<file path="config.mk">
export PLATFORM = sky130hd
export DESIGN_NAME = brew_sequencer
export DESIGN_NICKNAME = d
export VERILOG_FILES = /design/src/rtl/brew_sequencer.sv
export SDC_FILE = /design/constraint.sdc
export NUM_CORES = 1
export LEC_CHECK = 0
export CAP_MARGIN = 0
export CORE_ASPECT_RATIO = 1.4
export CORE_MARGIN = 4
export CORE_UTILIZATION = 40
export DETAILED_ROUTE_END_ITERATION = 8
export PLACE_DENSITY_LB_ADDON = 0.2
export SYNTH_ARGS = -nofsm -noshare
export SYNTH_HDL_FRONTEND = slang
export SYNTH_SLANG_ARGS = --single-unit
</file>
<file path="constraint.sdc">
create_clock -name clk -period 1.7 [get_ports clk]
set_input_delay 0.34 -clock clk [delete_from_list [all_inputs] [get_ports clk]]
set_output_delay 0.34 -clock clk [all_outputs]
set_load 0.01 [all_outputs]
</file>
<file path="src/rtl/brew_sequencer.sv">
// Self-timed drink dispensing sequencer: walks the selected drink's recipe,
// opening one ingredient valve at a time for a fixed number of seconds.
module brew_sequencer #(
    parameter int TICK_DIV   = 100_000_000,
    parameter int GAP_CYCLES = 1
) (
    input  logic       clk,
    input  logic       reset,
    input  logic       start,
    input  logic [2:0] c_type,
    input  logic       abort,
    output logic [4:0] ingredientes,
    output logic [1:0] step,
    output logic [3:0] secs_left,
    output logic [2:0] c_type_saved,
    output logic       busy,
    output logic       done,
    output logic       aborted
);

    localparam int PW = (TICK_DIV > 1) ? $clog2(TICK_DIV) : 1;
    localparam int GW = (GAP_CYCLES > 1) ? $clog2(GAP_CYCLES) : 1;

    typedef enum logic [1:0] {IDLE, DISPENSE, GAP, DONE} state_t;

    state_t        state, state_n;
    logic [PW-1:0] presc, presc_n;
    logic [GW-1:0] gap_cnt, gap_n;
    logic [4:0]    ing_n;
    logic [1:0]    step_n;
    logic [3:0]    secs_n;
    logic [2:0]    ct_n;
    logic          busy_n, done_n, aborted_n;

    // One-hot valve for a given drink and recipe step (bit0 coffee .. bit4 chocolate).
    function automatic logic [4:0] recipe_valve(input logic [2:0] ct, input logic [1:0] idx);
        logic [4:0] v;
        v = 5'b00000;
        case ({ct, idx})
            5'b001_00: v = 5'b00010;
            5'b001_01: v = 5'b00001;
            5'b010_00: v = 5'b00001;
            5'b010_01: v = 5'b00010;
            5'b010_10: v = 5'b00100;
            5'b011_00: v = 5'b00001;
            5'b011_01: v = 5'b00100;
            5'b011_10: v = 5'b01000;
            5'b100_00: v = 5'b00001;
            5'b100_01: v = 5'b10000;
            5'b100_10: v = 5'b00100;
            default:   v = 5'b00000;
        endcase
        return v;
    endfunction

    // Step duration in seconds; only water in coffee and foam in cappuccino run 3 s.
    function automatic logic [3:0] recipe_secs(input logic [2:0] ct, input logic [1:0] idx);
        logic [3:0] s;
        case ({ct, idx})
            5'b001_00, 5'b011_10: s = 4'd3;
            default:              s = 4'd2;
        endcase
        return s;
    endfunction

    // Index of the final step: plain coffee has two steps, the others three.
    function automatic logic [1:0] recipe_last(input logic [2:0] ct);
        return (ct == 3'd1) ? 2'd1 : 2'd2;
    endfunction

    // Next-state and next-output logic; every output is registered from these values.
    always_comb begin
        state_n   = state;
        presc_n   = presc;
        gap_n     = gap_cnt;
        ing_n     = ingredientes;
        step_n    = step;
        secs_n    = secs_left;
        ct_n      = c_type_saved;
        busy_n    = busy;
        done_n    = 1'b0;
        aborted_n = 1'b0;
        case (state)
            IDLE: begin
                ing_n   = 5'b00000;
                step_n  = 2'd0;
                secs_n  = 4'd0;
                busy_n  = 1'b0;
                presc_n = '0;
                gap_n   = '0;
                if (start && !abort && (c_type >= 3'd1) && (c_type <= 3'd4)) begin
                    state_n = DISPENSE;
                    ct_n    = c_type;
                    busy_n  = 1'b1;
                    ing_n   = recipe_valve(c_type, 2'd0);
                    secs_n  = recipe_secs(c_type, 2'd0);
                end
            end
            DISPENSE: begin
                if (abort) begin
                    state_n   = IDLE;
                    ing_n     = 5'b00000;
                    step_n    = 2'd0;
                    secs_n    = 4'd0;
                    busy_n    = 1'b0;
                    presc_n   = '0;
                    aborted_n = 1'b1;
                end else if (presc == PW'(TICK_DIV - 1)) begin
                    presc_n = '0;
                    if (secs_left == 4'd1) begin
                        ing_n  = 5'b00000;
                        secs_n = 4'd0;
                        gap_n  = '0;
                        if (step == recipe_last(c_type_saved)) begin
                            state_n = DONE;
                            step_n  = 2'd0;
                            busy_n  = 1'b0;
                            done_n  = 1'b1;
                        end else begin
                            state_n = GAP;
                        end
                    end else begin
                        secs_n = secs_left - 4'd1;
                    end
                end else begin
                    presc_n = presc + PW'(1);
                end
            end
            GAP: begin
                if (abort) begin
                    state_n   = IDLE;
                    ing_n     = 5'b00000;
                    step_n    = 2'd0;
                    secs_n    = 4'd0;
                    busy_n    = 1'b0;
                    gap_n     = '0;
                    aborted_n = 1'b1;
                end else if (gap_cnt == GW'(GAP_CYCLES - 1)) begin
                    state_n = DISPENSE;
                    step_n  = step + 2'd1;
                    ing_n   = recipe_valve(c_type_saved, step + 2'd1);
                    secs_n  = recipe_secs(c_type_saved, step + 2'd1);
                    presc_n = '0;
                    gap_n   = '0;
                end else begin
                    gap_n = gap_cnt + GW'(1);
                end
            end
            DONE: begin
                state_n = IDLE;
                ing_n   = 5'b00000;
                step_n  = 2'd0;
                secs_n  = 4'd0;
                busy_n  = 1'b0;
            end
            default: state_n = IDLE;
        endcase
    end

    // State and output registers with synchronous active-low reset.
    always_ff @(posedge clk) begin
        if (!reset) begin
            state        <= IDLE;
            presc        <= '0;
            gap_cnt      <= '0;
            ingredientes <= 5'b00000;
            step         <= 2'd0;
            secs_left    <= 4'd0;
            c_type_saved <= 3'd0;
            busy         <= 1'b0;
            done         <= 1'b0;
            aborted      <= 1'b0;
        end else begin
            state        <= state_n;
            presc        <= presc_n;
            gap_cnt      <= gap_n;
            ingredientes <= ing_n;
            step         <= step_n;
            secs_left    <= secs_n;
            c_type_saved <= ct_n;
            busy         <= busy_n;
            done         <= done_n;
            aborted      <= aborted_n;
        end
    end

endmodule

</file>
==> reports/qor.csv, run 1 <==
stage;metric;value;unit
run_status;status;complete, no violations;
floorplanning;Ports;24;
floorplanning;core footprint;0.00621;mm²
floorplanning;die area;0.00774;mm²
min_path;worst hold path type;flip-flop to flip-flop;
layout;fin nets;394;
clock_network;clock root buffer;clkbuf_8;
critical_path;CP Buf/Inv Count;3;
layout;Area growth syn-to-layout;40.9;%
synth;complex-gate fraction of the synthesized area;10.8;%
synth;register area share after synthesis;36.1;%
clock_network;CTS tree;yes;
routing;routed wire length;6290;µm
synth;Post-synth ARST share;0;%
critical_path;slowest CP cell;dfxtp_4;
layout;ratio of cells with drive above 1 in the final layout;33.4;%
routing;drt via density;5.32;
floorplanning;Placement Rows;34;
place;gpl congestion;0.855;
synth;post-synthesis mux area share;3.58;%
clock_network;# H-tree levels;2;
routing;drt pass-1 iters;4;
synth;Yosys warning count;0;
layout;Design Area, Final;0.00359;mm²
grt;vias in the first global route;2412;
synth;EDFF count, synth;0;
place;Area after DPL;0.00337;mm²
power;switching portion of total power;26.3;%
synth;main combinational cell family by area after synthesis;simple AND/OR/NAND/NOR gates;
synth;mean area per synthesized cell;8.92;µm²
place;port bufs;23;
routing;vias post-DR;2389;
timing;final setup fails;0;
clock_network;CTS sink count;46;
routing;ANT nets after route;0;
critical_path;WP data required;1.90;ns
power;Worst IR Drop VDD;0.000353;V
clock_network;CTS clk-pin slew, worst paths;0.09;ns
clock_network;Num CTS Buffers;5;
clock_network;clock tree buffer depth;2;
synth;simple-gate share of the synthesized area;31.8;%
power;Sequential Power Share;50.8;%
timing;Tmin final;1.70;ns
synth;Netlist cell types;59;
synth;Most used DFF post-synth;dfxtp_1;
critical_path;CP max FO;5;
floorplanning;starting density of the core;41.1;%
routing;DRC errors left;0;
layout;Finished Core Util;57.9;%
timing;Final Cycle Share;99.8;%
timing;worst hold slack;0.467;ns
power;P_int;1.62;mW
critical_path;crit-path cells;inv_4 > ha_4 > a21o_4 > buf_6 > nor3_4 > buf_6 > nand4_1 > xor2_1 > nor2_2;
clock_network;latest clock arrival within the worst-skew pair;0.30;ns
synth;XOR/XNOR Fraction of Synth Area;8.93;%
routing;Initial DRC Count;115;
timing;Final Hold Viols;0;
timing;Highest Clock Rate;0.589;GHz
grt;grt ovf;0;
grt;first-pass GRT wire length;10800;µm
layout;Fill cells;568;
synth;Mapped Area;0.00255;mm²
routing;Wirelength per Cell;14.0;µm
timing;Rel. slew slack;75.0;%
synth;syn nets;304;
grt;Tot GR Track Use;18.1;%
layout;multi-input logic area;0.00166;mm²
power;LEAKAGE;1.48;nW
layout;sequential cell area;933;µm²
timing;RSZ-0062 raised after global routing;true;
layout;Finished Layout Cells;449;
place;DP Wirelength;4830;µm
layout;Antenna diodes;0;
critical_path;Worst Setup Path Type;flip-flop to flip-flop;
synth;largest area contributor in the netlist;dfxtp_1;
critical_path;critical path's top delay family;flip-flops;
synth;Yosys reg bits;46;
synth;Synth area leaders;dfxtp_1 (36%), xor2_1 (6.9%), ha_1 (5.4%), nor2_1 (5.1%), nand3_1 (3.5%);
timing;final setup skew;0.0102;ns
critical_path;CP Capture Type;flip-flop;
synth;area share of the largest cell type after synthesis;36.1;%
clock_network;post-cts hold buffer count;0;
power;Power Density;611;mW/mm²
synth;Mapped Cells;286;
critical_path;Worst EP arrival;1.89;ns
synth;synthesized-area fraction occupied by adder cells;5.39;%
power;switching pwr;578;µW
job;Max-Cap Viols;0;
power;Clk pwr share;31.9;%
floorplanning;die width;75.5;µm
place;placed cell count;438;
power;Comb power frac;17.3;%
grt;initial antenna violation count;0;
timing;total negative slack;0;ns
grt;pin count of the biggest net entering global routing;28;
floorplanning;DIE HEIGHT;102;µm
critical_path;CP most frequent cell;buf_6;
critical_path;CP Launch Type;flip-flop;
timing;worst slew pin tran;0.374;ns
critical_path;Max stage delay on crit path;0.38;ns
timing;final max-slew violation count;0;
==> path summary, 6_finish.rpt <==
path	endpoint	cells past startpoint	startpoint	slack, ns
min	busy	2	busy	0.47
max reg2reg	presc[15]	9	state[0]	0.003
max	presc[15]	9	state[0]	0.003
min reg2reg	busy	2	busy	0.47
==> Yosys cell counts (2+ instances only) <==
cell,number
xor2_1,20
nor2_1,35
nand4_1,8
nand2b_1,3
clkbuf_1,5
o31ai_1,2
nor3b_1,3
nor2b_1,4
nor4b_4,2
inv_1,12
nand4b_1,3
mux2i_1,8
buf_6,2
and2_1,2
ha_1,11
xnor2_1,6
and4_2,2
a2bb2oi_1,2
nor2_2,3
and4_1,2
nor3_1,8
nor4_1,3
and3_1,5
nand3_1,18
o2111ai_1,2
o21ai_0,7
dfxtp_1,46
nand2_1,20
a21oi_1,12
==> final cells by class <==
cell class | count | share of cell area (%)
inverters | 12 | 1.32
clock buffers | 6 | 2.30
repair buffers | 90 | 21.3
well taps | 72 | 2.51
clock inverters | 2 | 0.348
multi-input cells | 221 | 46.3
flip-flops and latches | 46 | 26.0
==> metrics by stage <==
stage / power, mW / setup slack (ns)
after floorplan: 1.33 / -0.0406
after global placement: 1.49 / -0.445
after detailed placement: 1.50 / -0.478
after CTS: 2.21 / 0.00494
after global routing: 2.30 / -0.0870
final: 2.20 / 0.00305
==> cells in the final DEF, fill, tap and decap left out, types with 3 or more instances in the layout <==
| master | n |
|---|---|
| a21oi_1 | 12 |
| and3_1 | 4 |
| buf_4 | 63 |
| buf_6 | 3 |
| clkbuf_8 | 6 |
| clkdlybuf4s50_1 | 15 |
| dfxtp_1 | 38 |
| dfxtp_2 | 7 |
| dlygate4sd2_1 | 3 |
| dlymetal6s2s_1 | 5 |
| ha_1 | 7 |
| inv_1 | 9 |
| mux2i_1 | 8 |
| nand2_1 | 20 |
| nand2b_1 | 3 |
| nand3_1 | 17 |
| nand4_1 | 8 |
| nand4b_1 | 3 |
| nor2_1 | 33 |
| nor2_2 | 5 |
| nor2b_1 | 4 |
| nor3_1 | 6 |
| nor3b_2 | 3 |
| nor4_1 | 3 |
| o21ai_0 | 4 |
| o21ai_1 | 3 |
| xnor2_1 | 6 |
| xor2_1 | 20 |
==> worst register-to-register path, delay by kind of cell (launching register included) <==
| family | cells | cell delay (ns) |
|---|---|---|
| flops | 1 | 0.38 |
| compound gates | 1 | 0.21 |
| xor+xnor | 1 | 0.17 |
| fa+ha+maj | 1 | 0.15 |
| simple gates | 3 | 0.34 |
| buf+inv | 3 | 0.34 |
==> registers in the layout, summed over array words and instances (netlist names) <==
signal / cells
ingredientes: 5
secs_left: 4
busy: 1
done: 1
aborted: 1
presc: 27
state: 2
step: 2
c_type_saved: 3
==> power groups by stage <==
stage / logic [mW] / clock network [mW] / registers (mW)
6_report: 0.380 / 0.700 / 1.12
2_1_floorplan: 0.181 / 0 / 1.15
4_1_cts: 0.366 / 0.728 / 1.12
3_3_place_gp: 0.354 / 0 / 1.14
5_1_grt: 0.417 / 0.765 / 1.12
3_5_place_dp: 0.358 / 0 / 1.14
==> per-layer routing <==
| layer | GRT usage (%) | up-vias | part of all wire [%] |
|---|---|---|---|
| met5 | 0 | - | 0 |
| met4 | 7.27 | 0 | 2.2 |
| met3 | 2.73 | 13 | 3.0 |
| met2 | 34.6 | 44 | 56 |
| met1 | 19.1 | 1133 | 39 |
| li1 | - | 1199 | - |
==> cell families after synthesis <==
kind of cell / Yosys count
AOI/OAI and AO/OA: 39
xor gates and xnor gates: 26
adders and majority gates: 11
buffers and inverters: 19
DFF: 46
muxes: 9
and+or+nand+nor: 136
==> what timing repair did <==
item                                    4_1_cts  5_1_grt
pin swaps                                     6        4
hold endpoints to repair                      0        0
setup buffers                                 0        2
endpoints found under the setup margin       37       48
resized for setup                            16       24
cloned                                        1        0
(Power assumes the default switching activity.)
==> run 2: changes to the inputs <==
Settings changed: CORE_MARGIN 4 to not set.
==> reports/qor.csv, run 2 (same netlist as run 1, synthesis figures left out) <==
stage;metric;value;unit;change
layout;multi-input logic area;0.00185;mm²;+11%
place;port bufs;23;;unchanged
routing;routed wire length;7150;µm;+14%
power;Worst IR Drop VDD;0.000518;V;+47%
critical_path;Worst EP arrival;1.97;ns;+0.08 ns
layout;Finished Core Util;64.2;%;+6.4 points
timing;Final Hold Viols;0;;unchanged
layout;fin nets;404;;+2.5%
run_status;status;finished, violations left;;
critical_path;CP Launch Type;flip-flop;;
routing;DRC errors left;0;;unchanged
clock_network;post-cts hold buffer count;0;;unchanged
grt;vias in the first global route;2308;;-4.3%
clock_network;CTS sink count;46;;unchanged
routing;Wirelength per Cell;15.6;µm;+11%
floorplanning;starting density of the core;41.4;%;+0.28 points
timing;final setup skew;0.0163;ns;+0.00605 ns
critical_path;crit-path cells;inv_2 > ha_1 > nor2b_1 > buf_4 > o21a_4 > o21ai_4 > buf_12 > clkbuf_16 > nor2_1;;
place;dpl ws;-0.517;ns;-0.0394 ns
clock_network;latest clock arrival within the worst-skew pair;0.32;ns;+0.02 ns
layout;commonest non-fill, non-tap cell in the layout;buf_4;;
power;Power Density;643;mW/mm²;+5.2%
routing;vias post-DR;2478;;+3.7%
timing;Final Cycle Share;104;%;+3.9 points
layout;Fill cells;503;;-11%
timing;worst slew pin tran;0.446;ns;+0.0724 ns
floorplanning;Placement Rows;34;;unchanged
floorplanning;core footprint;0.00617;mm²;-0.68%
routing;drt via density;5.40;;+1.5%
grt;Tot GR Track Use;20.6;%;+2.5 points
layout;most frequent cells in the layout;buf_4 (67), dfxtp_1 (37), nor2_1 (22), xor2_1 (19), nand2_1 (18);;
layout;Antenna diodes;0;;unchanged
clock_network;clock tree buffer depth;2;;unchanged
clock_network;Num CTS Buffers;5;;unchanged
grt;initial antenna violation count;0;;unchanged
layout;ratio of cells with drive above 1 in the final layout;42.4;%;+9.0 points
layout;Area growth syn-to-layout;55.3;%;
critical_path;slowest CP cell;dfxtp_2;;
floorplanning;die width;69.5;µm;-7.9%
power;LEAKAGE;1.60;nW;+8.1%
floorplanning;die area;0.00671;mm²;-13%
timing;Highest Clock Rate;0.567;GHz;-3.7%
run_status;failing checks;setup timing;;
clock_network;clock root buffer;clkbuf_8;;
place;Area after DPL;0.00340;mm²;+0.67%
grt;grt ovf;0;;unchanged
floorplanning;DIE HEIGHT;96.5;µm;-5.9%
critical_path;Max stage delay on crit path;0.39;ns;about the same
critical_path;CP Capture Type;flip-flop;;
routing;ANT nets after route;0;;unchanged
layout;top flop regs;presc x27, ingredientes x5, secs_left x4;;
timing;RSZ-0062 raised after global routing;true;;
place;DP Wirelength;4770;µm;-1.2%
routing;drt pass-1 iters;4;;unchanged
critical_path;CP max FO;7;;+2
critical_path;WP data required;1.90;ns;about the same
power;Pwr Total;2.55;mW;+16%
layout;Biggest register;presc;;
grt;pin count of the biggest net entering global routing;28;;unchanged
job;Max-Cap Viols;0;;unchanged
layout;Design Area, Final;0.00396;mm²;+10%
timing;Rel. slew slack;70.2;%;-4.8 points
grt;first-pass GRT wire length;10800;µm;-0.19%
timing;final max-slew violation count;0;;unchanged
min_path;worst hold path type;flip-flop to flip-flop;;
layout;sequential cell area;935;µm²;+0.13%
clock_network;CTS tree;yes;;
layout;Largest register FFs;27;;unchanged
timing;Final Worst Setup Slack;-0.0625;ns;-0.0656 ns
routing;Initial DRC Count;87;;-24%
critical_path;Worst Setup Path Type;flip-flop to flip-flop;;
clock_network;CTS clk-pin slew, worst paths;0.09;ns;about the same
floorplanning;Ports;24;;unchanged
timing;Tmin final;1.76;ns;+0.0656 ns
timing;final setup fails;26;;+26
clock_network;# H-tree levels;2;;unchanged
place;gpl congestion;0.809;;-5.3%
run 2: worst max-delay path: cells and delay by family (launching register included):
family,cells,cell delay (ns)
compound gates,2,0.30
fa+ha+maj,1,0.20
buf+inv,4,0.58
flops,1,0.39
simple gates,2,0.19
run 2: report_power, final:
group	switching (mW)	internal, mW
Combinational	0.211	0.217
Sequential	0.0172	1.10
Clock	0.412	0.590
run 2: per-stage QoR:
step | hold WS (ns) | TNS, ns | instances
global route | 0.489 | -3.06 | 459
CTS | 0.469 | -0.106 | 451
global placement | 0.452 | -11.80 | 441
detailed placement | 0.454 | -13.11 | 441
finish | 0.464 | -0.945 | 459
floorplan | 0.466 | -0.0406 | 286
run 2: metal layers:
metal  share of wire [%]  wire length [µm]  vias to the layer above  GRT usage [%]
met5                   0                 0                        -              0
met4                 2.9               207                        0           10.0
met3                 2.8               200                       22           2.59
met2                  56              4020                       50           40.9
met1                  38              2730                     1182           21.2
li1                    -                 -                     1224              -
run 2: repair_timing:
action | 4_1_cts | 5_1_grt
pin swaps | 5 | 34
setup buffers | 0 | 6
cloned | 2 | 3
setup endpoints to repair | 42 | 47
gates resized for setup | 23 | 61
run 2: area by class of cell:
cell class / instances / share of cell area (%)
inverters: 12 / 1.20
clock inverters: 3 / 1.74
well taps: 72 / 2.27
multi-input cells: 221 / 46.7
flip-flops and latches: 46 / 23.6
clock buffers: 5 / 1.74
repair buffers: 100 / 22.8
run 2: worst paths after layout:
path	start	endpoint	slack, ns	cells past startpoint
setup / recovery	state[1]	presc[21]	-0.06	9
hold / removal	busy	busy	0.46	2
setup reg to reg	state[1]	presc[21]	-0.06	9
hold reg to reg	busy	busy	0.46	2
